File: config.mk
export PLATFORM = sky130hd
export DESIGN_NAME = freq_frame_uart
export DESIGN_NICKNAME = d
export VERILOG_FILES = /design/src/rtl/freq_frame_uart.sv
export SDC_FILE = /design/constraint.sdc
export NUM_CORES = 1
export LEC_CHECK = 0
export CORE_MARGIN = 5
export CORE_UTILIZATION = 40
export CTS_BUF_LIST = sky130_fd_sc_hd__clkbuf_4
export DETAILED_ROUTE_END_ITERATION = 10
export GPL_ROUTABILITY_DRIVEN = 0
export PLACE_DENSITY_LB_ADDON = 0.1
export SYNTH_ARGS = -nofsm -noshare
export SYNTH_HDL_FRONTEND = slang
export SYNTH_SLANG_ARGS = --single-unit
File: constraint.sdc
create_clock -name CLOCK_50 -period 2.2 [get_ports CLOCK_50]
set_clock_uncertainty 0.1 [all_clocks]
set_input_delay 0.66 -clock CLOCK_50 [delete_from_list [all_inputs] [get_ports CLOCK_50]]
set_output_delay 0.66 -clock CLOCK_50 [all_outputs]
set_load 0.03 [all_outputs]
File: src/rtl/freq_frame_uart.sv
// freq_frame_uart
// ---------------------------------------------------------------------------
// Reads the frequency counter's byte-wide readout port after a measurement
// completes. It walks all eight {Cnt_Sel,Byte_Sel} addresses and captures
// each Freq_Data byte after a settle delay. The result is sent to the host
// as an 8N1 UART frame:
//   SYNC_HEADER, Fb[7:0..31:24], Fx[7:0..31:24] [, XOR of the 8 data bytes]
//
// Build option:
//   FRAME_CHECKSUM_EN  when defined, a checksum byte (XOR of the 8 data
//                      bytes, header excluded) is appended (10-byte frame).
//                      When undefined, the frame is 9 bytes long.
//
// Ports:
//   CLOCK_50    in   system clock, rising edge
//   RST_n       in   asynchronous active-low reset
//   Finish      in   measurement-done level, asynchronous; resynchronised here
//   Send_Req    in   1-cycle retransmit request, honoured only while Finish=1
//   Freq_Data   in   [7:0] counter readout byte for the current selects
//   Cnt_Sel     out  0 = Fb reference count, 1 = Fx count
//   Byte_Sel    out  [1:0] byte lane, 0 = [7:0] .. 3 = [31:24]
//   Uart_Tx     out  serial line, idle high
//   Busy        out  high while a frame is in progress
//   Frame_Done  out  1-cycle pulse when the final stop bit completes
// ---------------------------------------------------------------------------
module freq_frame_uart #(
  parameter int         CLK_FREQ      = 50_000_000,
  parameter int         BAUD          = 115200,
  parameter logic [7:0] SYNC_HEADER   = 8'hA5,
  parameter int         SETTLE_CYCLES = 4
) (
  input  logic       CLOCK_50,
  input  logic       RST_n,
  input  logic       Finish,
  input  logic       Send_Req,
  input  logic [7:0] Freq_Data,
  output logic       Cnt_Sel,
  output logic [1:0] Byte_Sel,
  output logic       Uart_Tx,
  output logic       Busy,
  output logic       Frame_Done
);

  localparam int            BIT_CYC     = CLK_FREQ / BAUD;
  localparam int            BW          = $clog2(BIT_CYC);
  localparam logic [BW-1:0] BAUD_LAST   = BW'(BIT_CYC - 1);
  localparam logic [3:0]    SETTLE_LAST = 4'(SETTLE_CYCLES - 1);
  localparam logic [3:0]    STOP_BIT    = 4'd9;

  localparam logic [2:0] S_IDLE   = 3'd0;
  localparam logic [2:0] S_HDR_TX = 3'd1;
  localparam logic [2:0] S_SEL    = 3'd2;
  localparam logic [2:0] S_CAP    = 3'd3;
  localparam logic [2:0] S_DAT_TX = 3'd4;
  localparam logic [2:0] S_DONE   = 3'd5;
`ifdef FRAME_CHECKSUM_EN
  localparam logic [2:0] S_CHK_TX = 3'd6;
`endif

  logic          sync1_q, sync2_q, sync3_q;
  logic          pend_q, pend_d;
  logic [2:0]    state_q, state_d;
  logic [2:0]    idx_q, idx_d;
  logic [2:0]    sel_q, sel_d;
  logic [3:0]    settle_q, settle_d;
  logic [BW-1:0] baud_q, baud_d;
  logic [3:0]    bit_q, bit_d;
  logic [7:0]    shreg_q, shreg_d;
  logic          tx_q, tx_d;
  logic          busy_q, busy_d;
  logic          done_q, done_d;
`ifdef FRAME_CHECKSUM_EN
  logic [7:0]    chk_q, chk_d;
`endif

  logic       trig;
  logic       tx_state;
  logic       baud_end;
  logic       byte_end;
  logic [9:0] frame_w;
  logic [3:0] bit_nx;

  // Rising edge of the synchronised Finish, or a retransmit request while
  // the synchronised Finish is high.
  assign trig = (sync2_q & ~sync3_q) | (Send_Req & sync2_q);

`ifdef FRAME_CHECKSUM_EN
  assign tx_state = (state_q == S_HDR_TX) || (state_q == S_DAT_TX) ||
                    (state_q == S_CHK_TX);
`else
  assign tx_state = (state_q == S_HDR_TX) || (state_q == S_DAT_TX);
`endif

  assign baud_end = (baud_q == BAUD_LAST);
  assign byte_end = tx_state && baud_end && (bit_q == STOP_BIT);
  // Bit 0 is the start bit, bits 1..8 are data LSB first, and bit 9 is the stop bit.
  assign frame_w  = {1'b1, shreg_q, 1'b0};
  assign bit_nx   = bit_q + 4'd1;

  always_comb begin
    state_d  = state_q;
    pend_d   = pend_q;
    idx_d    = idx_q;
    sel_d    = sel_q;
    settle_d = settle_q;
    baud_d   = baud_q;
    bit_d    = bit_q;
    shreg_d  = shreg_q;
    tx_d     = tx_q;
    busy_d   = busy_q;
    done_d   = 1'b0;
`ifdef FRAME_CHECKSUM_EN
    chk_d    = chk_q;
`endif

    // A trigger that arrives outside IDLE is remembered once. Further
    // triggers merge into the same pending request.
    if (trig && (state_q != S_IDLE)) begin
      pend_d = 1'b1;
    end

    // Shared serialiser. Each bit is held for BIT_CYC clocks. The line
    // advances to the next bit when the bit's last cycle ends.
    if (tx_state) begin
      if (baud_end) begin
        baud_d = '0;
        if (bit_q != STOP_BIT) begin
          bit_d = bit_nx;
          tx_d  = frame_w[bit_nx];
        end
      end else begin
        baud_d = baud_q + 1'b1;
      end
    end

    case (state_q)
      S_IDLE: begin
        if (trig || pend_q) begin
          state_d = S_HDR_TX;
          pend_d  = 1'b0;
          busy_d  = 1'b1;
          shreg_d = SYNC_HEADER;
          tx_d    = 1'b0;
          baud_d  = '0;
          bit_d   = '0;
`ifdef FRAME_CHECKSUM_EN
          chk_d   = '0;
`endif
        end
      end
      S_HDR_TX: begin
        if (byte_end) begin
          state_d  = S_SEL;
          idx_d    = 3'd0;
          sel_d    = 3'd0;
          settle_d = '0;
        end
      end
      S_SEL: begin
        if (settle_q == SETTLE_LAST) begin
          state_d = S_CAP;
        end else begin
          settle_d = settle_q + 4'd1;
        end
      end
      S_CAP: begin
        // Latch the byte and start its start bit on the same edge.
        state_d = S_DAT_TX;
        shreg_d = Freq_Data;
        tx_d    = 1'b0;
        baud_d  = '0;
        bit_d   = '0;
`ifdef FRAME_CHECKSUM_EN
        chk_d   = chk_q ^ Freq_Data;
`endif
      end
      S_DAT_TX: begin
        if (byte_end) begin
          if (idx_q != 3'd7) begin
            state_d  = S_SEL;
            idx_d    = idx_q + 3'd1;
            sel_d    = idx_q + 3'd1;
            settle_d = '0;
          end else begin
`ifdef FRAME_CHECKSUM_EN
            // The checksum follows the last stop bit with no gap.
            state_d = S_CHK_TX;
            shreg_d = chk_q;
            tx_d    = 1'b0;
            baud_d  = '0;
            bit_d   = '0;
`else
            state_d = S_DONE;
            busy_d  = 1'b0;
            done_d  = 1'b1;
`endif
          end
        end
      end
`ifdef FRAME_CHECKSUM_EN
      S_CHK_TX: begin
        if (byte_end) begin
          state_d = S_DONE;
          busy_d  = 1'b0;
          done_d  = 1'b1;
        end
      end
`endif
      S_DONE: begin
        state_d = S_IDLE;
      end
      default: begin
        state_d = S_IDLE;
        busy_d  = 1'b0;
        tx_d    = 1'b1;
      end
    endcase
  end

  always_ff @(posedge CLOCK_50 or negedge RST_n) begin
    if (!RST_n) begin
      sync1_q  <= 1'b0;
      sync2_q  <= 1'b0;
      sync3_q  <= 1'b0;
      pend_q   <= 1'b0;
      state_q  <= S_IDLE;
      idx_q    <= '0;
      sel_q    <= '0;
      settle_q <= '0;
      baud_q   <= '0;
      bit_q    <= '0;
      shreg_q  <= '0;
      tx_q     <= 1'b1;
      busy_q   <= 1'b0;
      done_q   <= 1'b0;
`ifdef FRAME_CHECKSUM_EN
      chk_q    <= '0;
`endif
    end else begin
      sync1_q  <= Finish;
      sync2_q  <= sync1_q;
      sync3_q  <= sync2_q;
      pend_q   <= pend_d;
      state_q  <= state_d;
      idx_q    <= idx_d;
      sel_q    <= sel_d;
      settle_q <= settle_d;
      baud_q   <= baud_d;
      bit_q    <= bit_d;
      shreg_q  <= shreg_d;
      tx_q     <= tx_d;
      busy_q   <= busy_d;
      done_q   <= done_d;
`ifdef FRAME_CHECKSUM_EN
      chk_q    <= chk_d;
`endif
    end
  end

  assign Cnt_Sel    = sel_q[2];
  assign Byte_Sel   = sel_q[1:0];
  assign Uart_Tx    = tx_q;
  assign Busy       = busy_q;
  assign Frame_Done = done_q;

endmodule

# After elaboration in Yosys (flattened, before gate mapping)
# Cells that the tools add are included.
dict set report op_classes {
  bitwise 5
  add_sub_neg 4
  n_lt_le_gt_ge 1
  n_eq_ne 17
  muxes 43
  n_reduce_logical 17
}
# operator n
set op_table {}
lappend op_table {{$mux 4} 8}
lappend op_table {{$mux 9} 3}
lappend op_table {{$mux 3} 8}
lappend op_table {{$pmux 9 s2} 1}
lappend op_table {{$pmux 8 s2} 1}
lappend op_table {{$pmux 3 s5} 1}
lappend op_table {{$mux 1} 14}
lappend op_table {{$ne 2x2->1 const B} 6}
lappend op_table {{$pmux 4 s3} 1}
lappend op_table {{$reduce_and 4->1} 3}
lappend op_table {{$add 9x1->9 const B} 1}
lappend op_table {{$eq 9x9->1 const B} 1}
lappend op_table {{$add 4x1->4 const B} 2}
lappend op_table {{$mux 8} 1}
lappend op_table {{$pmux 4 s2} 1}
lappend op_table {{$reduce_or 4->1} 2}
lappend op_table {{$eq 3x2->1 const B} 2}
lappend op_table {{$eq 3x3->1 const B} 2}
lappend op_table {{$pmux 1 s3} 2}
lappend op_table {{$pmux 3 s2} 1}
lappend op_table {{$reduce_bool 3->1} 2}
lappend op_table {{$lt 4x5->1 const B} 1}
lappend op_table {{$reduce_and 5->1} 1}
lappend op_table {{$bmux 1 s4} 1}
lappend op_table {{other kinds (15)} 21}
dict set report totals {
  out_inout_bits 6
  inputBits 12
  wordCells 100
  register_bits 38
}

# Depth between registers and ports, before layout
dict set report depth {
  word_depth 8
  mapped_depth 7
  ltp_nobuf 7
}

# Worst setup path before layout
# OpenSTA, ideal clock, no wires.
dict set report synth_timing {
  kind {reg2reg}
  startpoint {register baud_q[6]}
  endpoint {register baud_q[2]}
  path_stages_with_launch 6
  arrival_time_ns 1.719
  required_time_ns 1.976
  slack_ns 0.256
  path_cell_list {dfrtp_1 or4b_4 or2_4 mux2_4 o21ai_4 nor2_1}
}
dict set report synth_between {
  elab_chain_cells 5
}
# element line
set synth_lines {}
lappend synth_lines {{start, declared} 66} ;# logic [BW-1:0] baud_q, baud_d;
lappend synth_lines {{start signal, assigned} 248} ;# baud_q <= baud_d;
lappend synth_lines {{$eq 9x9->1 *} 94} ;# assign baud_end = (baud_q == BAUD_LAST);
lappend synth_lines {{$mux 9 *} 125} ;# if (baud_end) begin
lappend synth_lines {{$mux 9 *} 124} ;# if (tx_state) begin
lappend synth_lines {{$mux 9} 138} ;# if (trig || pend_q) begin
lappend synth_lines {{$pmux 9 s2 *} 136} ;# case (state_q)
lappend synth_lines {{net baud_d[2]} 66}
# Mark *: on every way through the listed nets, which the timed path passes. The rest lies on a longest branch.
# A chain may end at the register's enable or synchronous reset.

# Worst setup path in the final report
dict set report layout_timing {
  startpoint {register done_q, in the netlist Frame_Done}
  endpoint {output Frame_Done}
}
# element line
set layout_rtl {}
lappend layout_rtl {{start, declared} 71} ;# logic done_q, done_d;
lappend layout_rtl {{start signal, assigned} 253} ;# done_q <= done_d;
lappend layout_rtl {{end, declared} 41} ;# output logic Frame_Done
# No word-level cell between the ends.

==> qor.yml <==
synthesis:
  yosysTopAreaCellShare: 0.474
  ys_seq_elements: 38
  synth_edf_count: 0
  syn_inst: 188
  syn_area_per_cell_um2: 10.4
  synth.yosys.seq_area_share: 0.488
  synthesis.area_um2: 1950
  synth_area_leaders: "dfrtp_1, ha_1, nor2_1"
  async_flop_share: 1.00
  synth.distinct_cells: 46
  ys_warn_count: 0
  synthFlopType: "dfrtp_1"
  syn-num-nets: 207
  synth_area_leader_cell: "dfrtp_1"
layout:
  fin_cells: 285
  n_antenna_cell: 0
  layout.nets: 236
  drive_gt1_frac: 0.138
  area_growth_pct: 18.5
setup_path:
  slowest_delay_ns: 0.67
  timing.rr.start: "baud_q[2]"
  critPathRequiredTime_ns: 1.44
  critPathMaxFanout: 1
  worst-path-buf-inv: 1
  worstSetupPathType: "flop to output port"
  slowest_stage: "clkdlybuf4s50_1"
  crit_family: "buffers and inverters"
  startpoint: "Frame_Done"
  crit_chain: "clkdlybuf4s50_1"
  cp-end-kind: "output port"
  worst_setup_path_start_kind: "flop"
  arrival_ns: 1.34
die:
  core_region_area_um2: 4720
  die_w_um: 79.9
  start_util: 0.413
  num_io_pins: 18
  die_area_um2: 6380
  rows: 25
  die_y_um: 79.9
power_and_ir_drop:
  power_density_nw_per_um2: 474
  p_leak_nw: 1.04
  ir_drop_mv: 0.283
  power_mw: 1.10
clocking:
  clk_latency_ns: 0.35
  post_cts_buffers: 0
  clk_pin_slew_ns: 0.12
  cts_sinks: 38
  cts_buffer_depth: 2
  cts_tree: "built"
  cts_hold_buf: 0
  clockRootBuffer: "clkbuf_4"
  cts_inserted_buffers: 5
  htree_levels: 2
run:
  cap_violations: 0
sta:
  finalCritPeriodShare: 0.953
  worstMarginPinSlew_ns: 0.489
  finalSetupViolCount: 0
  fmax_ghz: 0.477
  final_hold_viol_count: 0
  whs_ns: 0.240
  setup_tns_ns: 0
  rsz0062_at_grt: "no"
  slew_viol_final: 0
  fin_crit_ns: 2.10
  relSlewSlack: 0.674
worst_hold_path:
  hold_path_class: "primary input to async pin"
drt:
  vias_per_cell: 5.22
  drc: 0
  first_pass_iters: 4
  drt_iter0_drc: 89
  ant_nets: 0
  drt_wl_total_um: 3890
  vias: 1489
  wire_per_inst_um: 13.7
placement:
  numPlacedInstances: 277
  dp_hpwl_um: 2900
  port_buffers: 17
grt:
  grt_pass1_vias: 1552
  grt_usage: 0.135
  gr-total-overflow: 0
  grt_pass1_wl_um: 6820
  grt_max_degree: 39
  antenna_found_initial: 0
outcome:
  outcome: "finished, final reports clean"
## where the power goes
part / total, mW / switching [mW] / internal, mW
clock network: 0.350 / 0.231 / 0.119
registers: 0.708 / 0.00296 / 0.705
logic: 0.0388 / 0.0170 / 0.0218
## sequential cells by signal (all words and copies together), names as in the netlist
signal      flops
sync1_q         1
sync2_q         1
bit_q           4
sel_q           3
Uart_Tx         1
settle_q        4
Frame_Done      1
shreg_q         8
baud_q          9
sync3_q         1
state_q         3
pend_q          1
Busy            1
## final cells by class
class	count	area (um2)
tap	67	83.8
multi-input combinational	137	948
inverter	8	30.0
fill	446	2410
clock buffer	5	37.5
timing repair buffer	27	245
clock inverter	3	16.3
sequential	38	952
## cell usage after synthesis (all sizes together), types with 4 or more instances
cell type,number
o21ai,12
xnor2,6
a21oi,7
ha,7
dfrtp,37
inv,8
nor3,5
nand3,6
xor2,5
nand2b,4
nand2,11
o22a,4
a22o,7
nor2,21
## stage by stage
step,area [um2],setup WS (ns),util
CTS,2310,0.00484,0.488
global route,2310,0.0131,0.490
detailed placement,2250,-0.125,0.477
finish,2310,0.104,0.490
global placement,2250,-0.100,0.477
floorplan,1950,0.256,-
## what timing repair did
item | in CTS | in global routing
pin swaps | 0 | 0
endpoints found under the setup margin | 2 | 3
resized for setup | 2 | 3
## final timing paths
path	to	slack, ns	cells past startpoint
hold / removal	state_q[1]	0.24	2
hold reg to reg	sync2_q	0.26	0
setup reg to reg	baud_q[6]	0.13	5
min in group CLOCK_50	sync2_q	0.26	0
setup / recovery	Frame_Done	0.10	1
max in group asynchronous	Uart_Tx	1.40	2
## cell families after synthesis
group / Yosys count / share of synthesized area
simple gates: 66 / 0.181
compound gates: 49 / 0.187
flops: 38 / 0.488
buf+inv: 13 / 0.0263
xor+xnor: 11 / 0.0494
fa+ha+maj: 7 / 0.0449
mux: 4 / 0.0237
## placed cells by master, fill, tap and decap left out, types with 6 or more instances in the layout
master	count
a21oi_1	7
a22o_1	7
buf_4	10
clkdlybuf4s50_1	11
dfrtp_1	37
ha_1	7
inv_1	8
nand2_1	11
nand3_1	6
nor2_1	20
o21ai_0	9
xnor2_1	6
## per-layer routing
metal | track usage | routed length, um
met5 | 0 | 0
met4 | 0.0507 | 65
met3 | 0.0372 | 204
met2 | 0.222 | 1850
met1 | 0.168 | 1780
Power figures use the tool's default switching activity.
